<file path="src/rtl/sobel_window_gen.sv">
// Streaming 3x3 window generator for the binary sobel filter.
// Two line buffers plus a 3x3 shift register assemble every interior neighbourhood.
`timescale 1ns/1ps

module sobel_window_gen #(
   parameter int WIDTH  = 640,
   parameter int HEIGHT = 480,
   parameter int CW     = $clog2(WIDTH),
   parameter int RW     = $clog2(HEIGHT)
) (
   input  logic          clk,
   input  logic          rst_n,
   input  logic          pix_in,
   input  logic          pix_valid,
   input  logic          sof,
   output logic [8:0]    window,
   output logic          window_valid,
   output logic [RW-1:0] win_row,
   output logic [CW-1:0] win_col,
   output logic          frame_done
);

   // Handshake: pix_in/sof are taken on every rising edge with pix_valid=1; there is no
   // ready. window_valid and frame_done are single-cycle strobes, one per qualifying pixel.

   localparam logic [CW-1:0] COL_LAST = CW'(WIDTH - 1);
   localparam logic [RW-1:0] ROW_LAST = RW'(HEIGHT - 1);
   localparam logic [CW-1:0] COL_ONE  = CW'(1);
   localparam logic [RW-1:0] ROW_ONE  = RW'(1);
   localparam logic [CW-1:0] COL_TWO  = CW'(2);
   localparam logic [RW-1:0] ROW_TWO  = RW'(2);

   logic [CW-1:0]    col, cur_c, col_next;
   logic [RW-1:0]    row, cur_r, row_next;
   logic [WIDTH-1:0] lb0, lb1;
   logic             top, mid;
   logic [8:0]       sr, sr_next;
   logic             issue, last_pix;

   // sof forces the accepted pixel to (0,0) regardless of where the counters are.
   always_comb begin
      cur_c    = sof ? '0 : col;
      cur_r    = sof ? '0 : row;
      top      = lb1[cur_c];
      mid      = lb0[cur_c];
      sr_next  = {pix_in, sr[8:7], mid, sr[5:4], top, sr[2:1]};
      issue    = pix_valid && (cur_r >= ROW_TWO) && (cur_c >= COL_TWO);
      last_pix = pix_valid && (cur_r == ROW_LAST) && (cur_c == COL_LAST);
      col_next = cur_c + COL_ONE;
      row_next = cur_r;
      if (cur_c == COL_LAST) begin
         col_next = '0;
         row_next = (cur_r == ROW_LAST) ? '0 : cur_r + ROW_ONE;
      end
   end

   // Line buffers are deliberately not reset: rows 0 and 1 are rewritten before any use.
   always_ff @(posedge clk) begin
      if (pix_valid) begin
         lb1[cur_c] <= lb0[cur_c];
         lb0[cur_c] <= pix_in;
      end
   end

   always_ff @(posedge clk or negedge rst_n) begin
      if (!rst_n) begin
         col <= '0;
         row <= '0;
         sr  <= '0;
      end else if (pix_valid) begin
         col <= col_next;
         row <= row_next;
         sr  <= sr_next;
      end
   end

   always_ff @(posedge clk or negedge rst_n) begin
      if (!rst_n) begin
         window       <= '0;
         window_valid <= 1'b0;
         win_row      <= '0;
         win_col      <= '0;
         frame_done   <= 1'b0;
      end else begin
         window_valid <= issue;
         frame_done   <= last_pix;
         if (issue) begin
            window  <= sr_next;
            win_row <= cur_r - ROW_ONE;
            win_col <= cur_c - COL_ONE;
         end
      end
   end

endmodule

</file>
<file path="config.mk">
export PLATFORM = sky130hd
export DESIGN_NAME = sobel_window_gen
export DESIGN_NICKNAME = d
export VERILOG_FILES = /design/src/rtl/sobel_window_gen.sv
export SDC_FILE = /design/constraint.sdc
export NUM_CORES = 2
export LEC_CHECK = 0
export ABC_AREA = 0
export BUFFER_PORTS_ARGS = -buffer_cell sky130_fd_sc_hd__buf_4
export CORE_UTILIZATION = 35
export CTS_CLUSTER_DIAMETER = 200
export CTS_CLUSTER_SIZE = 8
export DETAILED_ROUTE_END_ITERATION = 8
export GPL_ROUTABILITY_DRIVEN = 0
export GPL_TIMING_DRIVEN = 1
export PLACE_DENSITY = 0.56
export REMOVE_ABC_BUFFERS = 1
export SLEW_MARGIN = 0
export SYNTH_ARGS = -nofsm -noshare
export SYNTH_HDL_FRONTEND = slang
export SYNTH_SLANG_ARGS = --single-unit
</file>
<file path="constraint.sdc">
create_clock -name clk -period 12.52 [get_ports clk]
set_input_delay 0 -clock clk [delete_from_list [all_inputs] [get_ports clk]]
set_output_delay 0 -clock clk [all_outputs]
set_load 0.01 [all_outputs]
</file>
==> results.yml <==
routing:
  vias: 36900
  drt_iter0_markers: 5195
  drtAntennaViolNets: 0
  finalWirelength_um: 186000
  drc: 0
  avgViaCountPerCell: 6.00
  wire_per_inst_um: 30.3
  drt_pass1_iterations: 7
sta:
  maxSlewViolCount: 0
  finalCritPeriodShare: 0.569
  rsz0062_at_grt: "false"
  clock.fmax_mhz: 140
  final.setup.tns_ns: 0
  finalWorstSetupSlack_ns: 5.40
  hold_violations: 0
  finalSetupViolCount: 0
  tightest_slew_ns: 1.30
  slew_headroom: 0.128
  skew_ns: 0.0445
  min_period_ns: 7.12
pwr:
  power.density_nw_per_um2: 172
  switching_share: 0.254
  switchingPower_mw: 2.78
  irDropWorstVdd_mv: 0.140
  internal_power_mw: 8.14
  power_leakage_nw: 19.9
  p_clk_frac: 0.414
  combPwrFrac: 0.111
  pwr-share-seq: 0.475
critical_path:
  crit_family: "compound AO/OA/AOI/OAI gates"
  r2r_cells: 12
  path_common_cell: "buf_12"
  r2r_slack_ns: 5.40
  start_kind: "flop"
  path_max_fanout: 206
  cp_slowest_cell: "dfrtp_4"
  r2r_start: "col[0]$_DFFE_PN0P_"
  path_class: "flop to flop"
  cpPeakStageDelay_ns: 0.84
  cp_cell_sequence: "buf_12 > buf_4 > mux2i_1 > o22ai_1 > a211oi_1 > a2bb2oi_1 > o211ai_1 > a221oi_1 > a21boi_1 > a211oi_2 > inv_8 > buf_12"
  crit_path_end_kind: "flop"
  cp_data_required_time_ns: 12.83
  cp.arrival_ns: 7.43
  path_buf_inv: 4
  r2r-end: "lb1[587]$_DFFE_PP_"
final_layout:
  layout_common_cells: "1280 x edfxtp_1, 725 x nor2_1, 291 x nand2_1"
  stdcell_area_um2: 63500
  multi_input_area_um2: 14700
  fill_cells: 14700
  finish.net_count: 4029
  areaGrowthSynthToFinish_pct: 13.1
  drive_gt1_frac: 0.124
  final_common_cell: "edfxtp_1"
  layout.area.seq_um2: 39800
global_route:
  grt_max_degree: 207
  grt_pass1_vias: 35800
  overflow: 0
  antenna_found_initial: 3
  grt_usage: 0.227
  grt_pass1_wl_um: 265000
flow_run:
  cap_violations: 0
logic_synthesis:
  syn_area_um2: 56200
  synth.avg_cell_area_um2: 14.0
  async_reset_ff_frac: 0.0412
  synth_edf_count: 1280
  synth_ff_type: "edfxtp_1"
  synth_area_leaders: "edfxtp_1 68%, nor2_1 4.9%, mux2i_1 3.5%"
  netlist_instances: 4006
  synth_top_area_cell: "edfxtp_1"
  synth_top_area_share: 0.684
  synth_cell_types: 92
  synth_seq_cells: 1335
  yosys_warnings: 0
  seq_area_frac_synth: 0.709
clock_tree:
  numCtsBuffers: 184
  cts_buffer_depth: 3
  cts-root-buf: "clkbuf_16"
  path_clk_slew_ns: 0.05
  clock_sinks: 1335
  cts_tree: "done"
  cts-resized-gates: 0
  cts_htree_levels: 4
  clk_latency_ns: 0.82
run_status:
  status: "finished clean"
place:
  placed_area_um2: 58400
  preCtsSetupSlack_ns: 5.72
  hpwl_um: 110000
  io_buffers: 34
die:
  die-area_um2: 162000
  die_x_um: 403
  pin_count: 35
  coreArea_um2: 159000
  start_util: 0.353
  rows: 146
  die_h_um: 403
hold_path:
  hp-class: "input pin to flop"
  hold-path-endpoint: "sr[2]$_DFFE_PN0P_"
  worstHoldStart: "pix_valid"
  hold_depth: 3
worst min-delay path: cells and delay by family:
kind	cells	cell delay, ns
buf+inv	2	0.78
compound gates	1	0.09
per-layer routing:
metal | wire (µm) | vias up | share of wire | global-route usage
met1 | 74800 | 18800 | 0.40 | 0.313
met3 | 20600 | 431 | 0.11 | 0.0519
met5 | 0 | - | 0 | 0
met2 | 82700 | 2396 | 0.44 | 0.342
li1 | - | 15300 | - | -
met4 | 8380 | 0 | 0.045 | 0.0971
stage by stage:
stage          hold slack [ns]  instances  power [mW]  utilization
6_report                 0.115       6152        10.9        0.400
5_1_grt                  0.139       6150        11.2        0.400
4_1_cts                 0.0797       6150        10.9        0.400
3_5_place_dp             0.133       5896        6.45        0.367
3_3_place_gp             0.137       5896        6.45        0.367
2_1_floorplan           -0.296       3679        6.05            -
cell usage after synthesis (all sizes together) (9+ instances only):
cell type and count:
nand4 14, o21ai 131, o221ai 54, mux4 62, o22ai 122, a22oi 32, nor2b 49, nand2 294
a31oi 39, a2111oi 10, nor2 730, buf 201, a221o 11, a22o 26, a21oi 104, a2bb2oi 11
mux2 43, a221oi 37, clkbuf 126, a211oi 54, dfrtp 55, o211ai 10, o31ai 15, a222oi 18
o22a 12, edfxtp 1280, nand3 75, inv 19, nor3 26, a41oi 9, mux2i 196
power groups by stage:
stage / clock network, mW / logic [mW] / registers [mW]
finish: 4.52 / 1.21 / 5.19
global route: 4.73 / 1.26 / 5.19
CTS: 4.58 / 1.19 / 5.19
floorplan: 0 / 0.615 / 5.43
detailed placement: 0 / 1.18 / 5.27
global placement: 0 / 1.18 / 5.27
state kept, by name (all words and copies together) (netlist names), 6 cells and up:
signal   cells
col         10
lb0        640
lb1        640
row          9
sr           6
win_col     10
win_row      9
window       9
repair_timing:
item                      in CTS  in global routing
hold buffers                   6                  0
hold endpoints to repair     214                  0
buffers inserted               0                  0
cell type report:
cell class | count | share of cell area
antenna | 2 | 0.0000788
timing repair buffer | 151 | 0.0201
inverter | 21 | 0.00146
multi-input combinational | 2323 | 0.231
sequential | 1335 | 0.627
clock buffer | 236 | 0.0766
clock inverter | 12 | 0.00321
tap | 2072 | 0.0408
kinds of logic (layout without fill, tap and decap cells):
kind of cell / after synthesis / count (layout) / synth area share
and+or+nand+nor: 1248 / 1248 / 0.0933
other: 0 / 2 / 0
AOI/OAI and AO/OA: 758 / 758 / 0.0944
adders and majority gates: 8 / 8 / 0.00178
xor gates and xnor gates: 8 / 8 / 0.00125
DFF: 1335 / 1335 / 0.709
muxes: 301 / 301 / 0.0684
buffers and inverters: 348 / 420 / 0.0320
worst max path at each step:
stage	from	endpoint	slack (ns)	cells after the start
6_report	col[0]$_DFFE_PN0P_	lb1[587]$_DFFE_PP_	5.40	12
3_3_place_gp	col[1]$_DFFE_PN0P_	lb1[94]$_DFFE_PP_	5.81	13
4_1_cts	col[1]$_DFFE_PN0P_	lb1[115]$_DFFE_PP_	5.66	13
3_5_place_dp	col[1]$_DFFE_PN0P_	lb1[94]$_DFFE_PP_	5.72	13
2_1_floorplan	col[0]$_DFFE_PN0P_	lb1[0]$_DFFE_PP_	-9.20	10
5_1_grt	col[1]$_DFFE_PN0P_	lb1[499]$_DFFE_PP_	5.26	13
Note: power is estimated with default switching activity, not from simulation.
